**src/rtl/pwm_capture.sv**
```systemverilog
// Three-channel servo PWM decoder: synchronise, glitch-filter and measure
// high time and rising-to-rising period of each input in clk cycles.
module pwm_capture #(
  parameter int unsigned FRAME_CYC   = 2000000,
  parameter int unsigned TIMEOUT_CYC = 5000000,
  parameter int unsigned FILT        = 4,
  parameter int unsigned MIN_W       = 50000,
  parameter int unsigned MAX_W       = 250000
) (
  input  logic        clk,
  input  logic        rst_n,
  input  logic        pwm_in1,
  input  logic        pwm_in2,
  input  logic        pwm_in3,
  output logic [31:0] width1,
  output logic [31:0] width2,
  output logic [31:0] width3,
  output logic [31:0] period1,
  output logic [31:0] period2,
  output logic [31:0] period3,
  output logic [2:0]  valid,
  output logic [2:0]  range_err,
  output logic [2:0]  lost
);

  localparam int FCW = (FILT > 1) ? $clog2(FILT) : 1;

  typedef enum logic [1:0] {
    ST_WAIT = 2'd0,
    ST_HIGH = 2'd1,
    ST_LOW  = 2'd2
  } state_t;

  // A frame shorter than the longest legal pulse cannot carry a servo command.
  if (FILT < 1 || FRAME_CYC <= MAX_W) begin : g_param_check
    $error("pwm_capture: FILT must be >= 1 and FRAME_CYC must exceed MAX_W");
  end

  function automatic logic [31:0] sat_inc(input logic [31:0] v);
    sat_inc = (v == 32'hFFFF_FFFF) ? v : v + 32'd1;
  endfunction

  logic [2:0]  pwm_vec;
  logic [31:0] width_arr  [3];
  logic [31:0] period_arr [3];

  assign pwm_vec = {pwm_in3, pwm_in2, pwm_in1};

  genvar gi;
  generate
    for (gi = 0; gi < 3; gi++) begin : g_ch
      logic [1:0]     sync_reg;
      logic           filt_reg;
      logic           filt_d_reg;
      logic [FCW-1:0] run_reg;
      logic [1:0]     settle_reg;
      logic           armed_reg;

      logic           rise;
      logic           fall;
      logic           edge_seen;
      logic           timeout;

      state_t         state_reg, state_next;
      logic [31:0]    hcnt_reg, hcnt_next;
      logic [31:0]    pcnt_reg, pcnt_next;
      logic [31:0]    idle_reg, idle_next;
      logic [31:0]    width_reg, width_next;
      logic [31:0]    period_reg, period_next;
      logic           valid_reg, valid_next;
      logic           rerr_reg, rerr_next;
      logic           lost_reg, lost_next;

      assign rise      = filt_reg & ~filt_d_reg;
      assign fall      = ~filt_reg & filt_d_reg;
      assign edge_seen = rise | fall;
      assign timeout   = ~edge_seen && (sat_inc(idle_reg) >= TIMEOUT_CYC);

      // Front end: synchroniser, run-length glitch filter, edge delay.
      // armed_reg blocks measuring a pulse that was already high at reset
      // release: it needs a genuine low level or a filtered fall first.
      always_ff @(posedge clk) begin
        if (!rst_n) begin
          sync_reg   <= 2'b00;
          filt_reg   <= 1'b0;
          filt_d_reg <= 1'b0;
          run_reg    <= '0;
          settle_reg <= 2'd0;
          armed_reg  <= 1'b0;
        end else begin
          sync_reg   <= {sync_reg[0], pwm_vec[gi]};
          filt_d_reg <= filt_reg;
          if (sync_reg[1] != filt_reg) begin
            if (run_reg == FCW'(FILT - 1)) begin
              filt_reg <= sync_reg[1];
              run_reg  <= '0;
            end else begin
              run_reg <= run_reg + FCW'(1);
            end
          end else begin
            run_reg <= '0;
          end
          if (settle_reg != 2'd2) begin
            settle_reg <= settle_reg + 2'd1;
          end
          if (fall || (settle_reg == 2'd2 && !sync_reg[1] && !filt_reg)) begin
            armed_reg <= 1'b1;
          end
        end
      end

      always_ff @(posedge clk) begin
        if (!rst_n) begin
          state_reg  <= ST_WAIT;
          hcnt_reg   <= '0;
          pcnt_reg   <= '0;
          idle_reg   <= '0;
          width_reg  <= '0;
          period_reg <= '0;
          valid_reg  <= 1'b0;
          rerr_reg   <= 1'b0;
          lost_reg   <= 1'b0;
        end else begin
          state_reg  <= state_next;
          hcnt_reg   <= hcnt_next;
          pcnt_reg   <= pcnt_next;
          idle_reg   <= idle_next;
          width_reg  <= width_next;
          period_reg <= period_next;
          valid_reg  <= valid_next;
          rerr_reg   <= rerr_next;
          lost_reg   <= lost_next;
        end
      end

      always_comb begin
        state_next  = state_reg;
        hcnt_next   = sat_inc(hcnt_reg);
        pcnt_next   = sat_inc(pcnt_reg);
        idle_next   = edge_seen ? 32'd0 : sat_inc(idle_reg);
        width_next  = width_reg;
        period_next = period_reg;
        valid_next  = 1'b0;
        rerr_next   = rerr_reg;
        lost_next   = lost_reg;

        case (state_reg)
          ST_WAIT: begin
            hcnt_next = hcnt_reg;
            pcnt_next = pcnt_reg;
            if (rise && armed_reg) begin
              hcnt_next  = 32'd1;
              pcnt_next  = 32'd1;
              state_next = ST_HIGH;
            end
          end
          ST_HIGH: begin
            if (fall) begin
              width_next = hcnt_reg;
              valid_next = 1'b1;
              rerr_next  = (hcnt_reg < MIN_W) || (hcnt_reg > MAX_W);
              lost_next  = 1'b0;
              state_next = ST_LOW;
            end
          end
          ST_LOW: begin
            if (rise) begin
              period_next = pcnt_reg;
              hcnt_next   = 32'd1;
              pcnt_next   = 32'd1;
              state_next  = ST_HIGH;
            end
          end
          default: begin
            state_next = ST_WAIT;
          end
        endcase

        // Only fires with no edge this cycle, so a coincident fall still publishes.
        if (timeout) begin
          lost_next  = 1'b1;
          state_next = ST_WAIT;
          idle_next  = 32'd0;
        end
      end

      assign width_arr[gi]  = width_reg;
      assign period_arr[gi] = period_reg;
      assign valid[gi]      = valid_reg;
      assign range_err[gi]  = rerr_reg;
      assign lost[gi]       = lost_reg;
    end
  endgenerate

  assign width1  = width_arr[0];
  assign width2  = width_arr[1];
  assign width3  = width_arr[2];
  assign period1 = period_arr[0];
  assign period2 = period_arr[1];
  assign period3 = period_arr[2];

endmodule

```
**config.mk**
```make
export PLATFORM = sky130hd
export DESIGN_NAME = pwm_capture
export DESIGN_NICKNAME = d
export VERILOG_FILES = /design/src/rtl/pwm_capture.sv
export SDC_FILE = /design/constraint.sdc
export NUM_CORES = 1
export LEC_CHECK = 0
export ABC_AREA = 1
export ABC_CLOCK_PERIOD_IN_PS = 2800
export CAP_MARGIN = 40
export CORE_ASPECT_RATIO = 1.25
export CORE_MARGIN = 2
export CORE_UTILIZATION = 59
export DETAILED_ROUTE_END_ITERATION = 16
export GPL_ROUTABILITY_DRIVEN = 0
export HOLD_SLACK_MARGIN = 0.15
export PLACE_DENSITY = 0.8
export SYNTH_ARGS = -nofsm -noshare
export SYNTH_HDL_FRONTEND = slang
export SYNTH_SLANG_ARGS = --single-unit
export TNS_END_PERCENT = 20
```
**constraint.sdc**
```tcl
create_clock -name clk -period 2.8 [get_ports clk]
set_input_delay 0.56 -clock clk [delete_from_list [all_inputs] [get_ports clk]]
set_output_delay 0.56 -clock clk [all_outputs]
set_load 0.02 [all_outputs]
```
==> results.ini <==
[global_routing]
grt_overflow = 0
grt_max_degree = 96
grt_pass1_wl_um = 115500
grt_usage = 0.3037
grt_antenna_before_repair = 1
grt_pass1_vias = 24050

[floorplan]
dieHeight_um = 239.2
dieArea_um2 = 45950
core_area_um2 = 43900
pin_count = 206
rows = 86
initial_core_util = 0.5946
die_x_um = 192.1

[logic_synthesis]
synth-simple-area-share = 0.3270
synth.area.mux_share = 0.001150
synth-edff-count = 0
synth_flop_cell = dfxtp_1
syn_avg_cell_area_um2 = 6.662
post_synth_xor_area_fraction = 0.02483
synth-compound-area-share = 0.1352
yosys.area_share.adder = 0.01150
async_reset_ff_frac = 0
seq_area_frac_synth = 0.4003
yosys_warnings = 0
synth.distinct_cells = 58
syn_area_um2 = 26100
syn-instance-count = 3918
synth_top_family_by_area = simple AND/OR/NAND/NOR gates
synth-seq-cells = 522

[sta]
hold_violations = 0
rsz0062_at_grt = true
fmax_ghz = 0.3818
fin_setup_tns_ns = 0
finalSetupViolCount = 0
worst_pin_slew_ns = 0.6463
whs_ns = 0.3872
fin_crit_ns = 2.619
slew_viol_final = 0
skew_ns = 0.01857
relSlewSlack = 0.5686
period_share = 0.9354

[worst_hold_path]
hold_class = primary input to register
holdPathStages = 3

[setup_path]
slowest_stage = dfxtp_1
crit_required_ns = 3.30
cp_slowest_stage_delay_ns = 0.47
end_kind = register
r2r_cells = 14
cp-start-kind = register
path_max_fanout = 14
crit_top_cell = nand3_1
critPathKind = register to register
crit_path_cell_trace = ha_1 > inv_2 > nor2_4 > nand2_2 > nor2_4 > nand2_2 > buf_4 > nand3_1 > nor2_1 > nand3_1 > nand3_1 > nand2_1 > nand4_4 > nor2_1
arrival_ns = 3.12

[place]
io_buffers = 205
dp_hpwl_um = 51290

[final_layout]
drive_above_1_share = 0.05899
nFillCells = 3841
area_growth_pct = 17.56
regArea_um2 = 10450
fin_nets = 4160
multi_input_area_um2 = 13230

[clocking]
clockBufferDepth = 3
cts_root_buf = clkbuf_16
clock_sinks = 522
htreeDepth = 2
clkLatencyLatePin_ns = 0.59
cts_buffers = 50
path_clk_slew_ns = 0.06
cts_tree = built

[routing]
drc = 0
num_vias = 25810
vias_per_cell = 5.442
routed_wl_um = 71550
routedWlPerCell_um = 15.08
drtAntennaViolNets = 0
dr.first_iter.drc_count = 2001
drtPass1Iterations = 6

[power]
cellLeakagePower_nw = 12.40
vdd_drop_max_uv = 466.7
power.density_nw_per_um2 = 494.0

[job]
drv_cap = 0

[status]
status = complete, no violations

-- placed cells by master, fill, tap and decap left out, types with 6 or more instances in the layout --
cell type	n
a21oi_1	266
bufinv_16	8
nor2_4	11
buf_4	56
o22ai_1	14
o21ai_0	284
clkdlybuf4s50_1	204
nand2_2	14
xnor2_1	15
ha_1	23
conb_1	27
inv_1	508
o211ai_1	37
xor2_1	59
a31oi_1	15
nor2_2	36
nand3b_1	29
or2_2	6
nand2_1	915
clkinv_2	9
a211oi_1	7
nor4_1	31
inv_2	14
clkbuf_16	50
dfxtp_1	522
nor3_1	97
nor2_1	531
o21bai_1	8
clkbuf_8	12
clkbuf_1	6
nand4_1	67
nand3_1	212
-- final cells by class --
cell class,instances,share of cell area
Multi-Input combinational cell,2766,0.4310
Sequential cell,522,0.3405
Timing Repair Buffer,264,0.08265
Inverter,527,0.06451
Clock buffer,67,0.04644
Tap cell,572,0.02332
Clock inverter,24,0.01146
Antenna cell,1,0.00008155
-- metrics by stage --
step / setup WS (ns) / cells / instance area [um^2] / total power, mW / util
5_1_grt: -0.03283 / 4742 / 30680 / 15.60 / 0.6989
4_1_cts: 0.07703 / 4739 / 30610 / 15.25 / 0.6973
6_report: 0.1808 / 4743 / 30690 / 15.16 / 0.6990
3_5_place_dp: 0.1064 / 4648 / 28840 / 8.046 / 0.6568
3_3_place_gp: 0.1919 / 4648 / 28840 / 8.036 / 0.6568
2_1_floorplan: 0.5402 / 3944 / 26200 / 7.946 / -
-- critical path, delay by kind of cell, from the launching register on --
kind	cells	cell delay, ns
adders and majority gates	1	0.25
buffers and inverters	2	0.25
DFF	1	0.47
and+or+nand+nor	11	1.59
-- where the power goes --
| group | internal (mW) | leakage, nW | switching (mW) |
|---|---|---|---|
| sequential | 7.50 | 4.22 | 0.0436 |
| clock | 4.32 | 0.863 | 2.95 |
| combinational | 0.113 | 7.32 | 0.238 |
| total | 11.9 | 12.4 | 3.23 |
-- metal layers --
| layer | part of all wire | vias to the layer above | global-route usage |
|---|---|---|---|
| met5 | 0 | - | 0 |
| met2 | 0.48 | 939 | 0.5301 |
| met3 | 0.072 | 184 | 0.05050 |
| met4 | 0.031 | 0 | 0.1083 |
| li1 | - | 13030 | - |
| met1 | 0.41 | 11660 | 0.3752 |
-- cells in the mapped netlist, types with 6 or more instances --
library cell | number | share of area
nand2_1 | 916 | 0.13
buf_6 | 10 | 0.0043
o22ai_1 | 14 | 0.0034
clkbuf_1 | 87 | 0.013
o21ai_0 | 284 | 0.054
nor2_1 | 534 | 0.077
o211ai_1 | 37 | 0.011
nor2_2 | 35 | 0.0084
nand3b_1 | 29 | 0.0083
nand2_2 | 14 | 0.0034
nand3_1 | 212 | 0.041
a21oi_1 | 266 | 0.051
buf_4 | 12 | 0.0035
xor2_1 | 59 | 0.020
nor2_4 | 9 | 0.0039
nand4_1 | 67 | 0.016
a211oi_1 | 7 | 0.0020
xnor2_1 | 15 | 0.0050
buf_1 | 13 | 0.0019
nor4_1 | 31 | 0.0074
inv_1 | 509 | 0.073
o21bai_1 | 8 | 0.0023
ha_1 | 24 | 0.012
or2_2 | 6 | 0.0014
inv_2 | 13 | 0.0019
nor3_1 | 97 | 0.019
a31oi_1 | 15 | 0.0036
dfxtp_1 | 522 | 0.40
buf_2 | 9 | 0.0017
-- cells by family after synthesis --
group | Yosys count
fa+ha+maj | 24
simple gates | 1978
xor+xnor | 74
flops | 522
buf+inv | 659
compound gates | 657
other cells | 1
mux | 3
-- timing repair --
action,4_1_cts,5_1_grt
endpoints found under the setup margin,0,50
resized for setup,0,6
hold buffers,0,0
buffers inserted,0,0
-- worst paths after layout --
path / from / to / slack (ns)
worst min-delay path: rst_n / g_ch[0].filt_d_reg / 0.39
worst max register to register: g_ch[2].idle_reg[0] / g_ch[2].idle_reg[1] / 0.18
worst min register to register: g_ch[2].sync_reg[0] / g_ch[2].sync_reg[1] / 0.41
worst max-delay path: g_ch[2].idle_reg[0] / g_ch[2].idle_reg[1] / 0.18
(Power assumes the default switching activity.)
==> RTL change (config.mk and constraints unchanged) <==
Set the parameter `FILT` to 8 (it was 4).
--- a/src/rtl/pwm_capture.sv
+++ b/src/rtl/pwm_capture.sv
@@ -4,5 +4,5 @@
   parameter int unsigned FRAME_CYC   = 2000000,
   parameter int unsigned TIMEOUT_CYC = 5000000,
-  parameter int unsigned FILT        = 4,
+  parameter int unsigned FILT        = 8,
   parameter int unsigned MIN_W       = 50000,
   parameter int unsigned MAX_W       = 250000
Function: same outputs for any inputs over 10 cycles, from zero or initial values and one cycle with rst_n low; that may be too few to reach the edited logic, so the function may still have changed.
==> RTL change against the unedited design <==
Sequential cell count is 3 higher; hold slack gained 30 ps; wire length shrank 6.1%; area after synthesis down 1.5%; cell area decreased by 1.5%; setup slack improved by 77 ps; die area is 1.5% lower; power decreased by 0.65%; highest routed layer unchanged.
==> RTL change: results (changes against the unedited design) <==
[setup_path]
r2r_cells=11  ; was 14
timing.rr.end=g_ch[0].pcnt_reg[12]$_SDFFE_PN0P_  ; was g_ch[2].idle_reg[1]$_SDFF_PP0_
arrival_ps=3080  ; was 3120 ps
cp_top_family=buffers and inverters  ; was simple AND/OR/NAND/NOR gates

[global_route]
track_usage_pct=29.0  ; was 30.4%
grt_pass1_vias=23400  ; was 24.1k
antenna_found_initial=0  ; was 1

[sta]
fin_hold_ws_ps=417  ; was 387 ps
max_freq_ghz=0.393  ; was 0.382 GHz
max_slew_margin_pct=31.2  ; was 56.9%

[clock_network]
cts_made_buffers=51  ; was 50

[power]
leakage_nw=11.9  ; was 12.4 nW
ir_worst_vdd_mv=0.520  ; was 0.467 mV

[drt]
firstDrtPassIters=8  ; was 6
wl_um=67200  ; was 71,500 um

[layout]
n_antenna_cell=0  ; was 1
drive_gt1_share_pct=5.62  ; was 5.90%
fin_nets=4071  ; was 4,160
nFillCells=3691  ; was 3,841

[min_path]
whs_path_depth=2  ; was 3
hp-start=g_ch[2].sync_reg[0]$_SDFF_PN0_  ; was rst_n

[placed_design]
dp_hpwl_um=47500  ; was 51,300 um
pre_cts_slack_ps=83.3  ; was 106 ps

[logic_synthesis]
synth_commonest_cells=887 x nand2_1, 561 x nor2_1, 525 x dfxtp_1  ; was 916 x nand2_1, 534 x nor2_1, 522 x dfxtp_1
yosysUniqueCellTypes=56  ; was 58
ys_top_cells_by_area=dfxtp_1 41%, nand2_1 13%, nor2_1 8.2%  ; was dfxtp_1 40%, nand2_1 13%, nor2_1 7.7%

[outcome]
status=finished, final reports clean  ; unchanged

## RTL change: cell count changes in the layout (fill, tap and decap cells not counted), sizes merged, moves of 11 or more
cell and change:
inv -34, a21oi +13, nor2 +24, nand2 -29
o21ai -30, o211ai -16, nor3 -11
## RTL change: logic make-up after synthesis
logic type	share of synthesized area, %
other	0.0146
muxes	0.117
buffers and inverters	9.65
and+or+nand+nor	32.8
DFF	40.9
AOI/OAI and AO/OA	13.0
xor gates and xnor gates	2.22
adders and majority gates	1.31
## RTL change: layout make-up
type / count / area share [%]
clock buffers: 68 / 4.77
flip-flops and latches: 525 / 34.8
inverters: 496 / 6.18
repair buffers: 255 / 8.22
well taps: 565 / 2.34
clock inverters: 23 / 0.985
multi-input cells: 2710 / 42.7
## RTL change: routing by layer
metal / part of all wire (%) / GRT usage, %
met5: 0 / 0
met4: 3.3 / 11.0
met2: 49 / 51.4
met3: 5.8 / 4.58
met1: 42 / 35.1
## RTL change: through the flow
stage                     TNS [ps]  area, um2  std cells
after floorplan                  0      25800       3858
after global placement        -643      28400       4547
after detailed placement         0      28400       4548
after CTS                        0      30100       4639
after global routing          -918      30200       4642
final                            0      30200       4642
## RTL change: timing repair
| item | CTS | global route |
|---|---|---|
| setup buffers | 0 | 0 |
| endpoints found under the setup margin | 0 | 76 |
| hold buffers | 0 | 0 |
| gates resized for setup | 0 | 14 |
| hold endpoints to repair | 0 | 0 |
## RTL change: where the power goes
group / internal [mW] / leakage [nW] / switching (mW)
combinational: 0.109 / 6.82 / 0.228
sequential: 7.54 / 4.24 / 0.0416
clock: 4.17 / 0.836 / 2.97
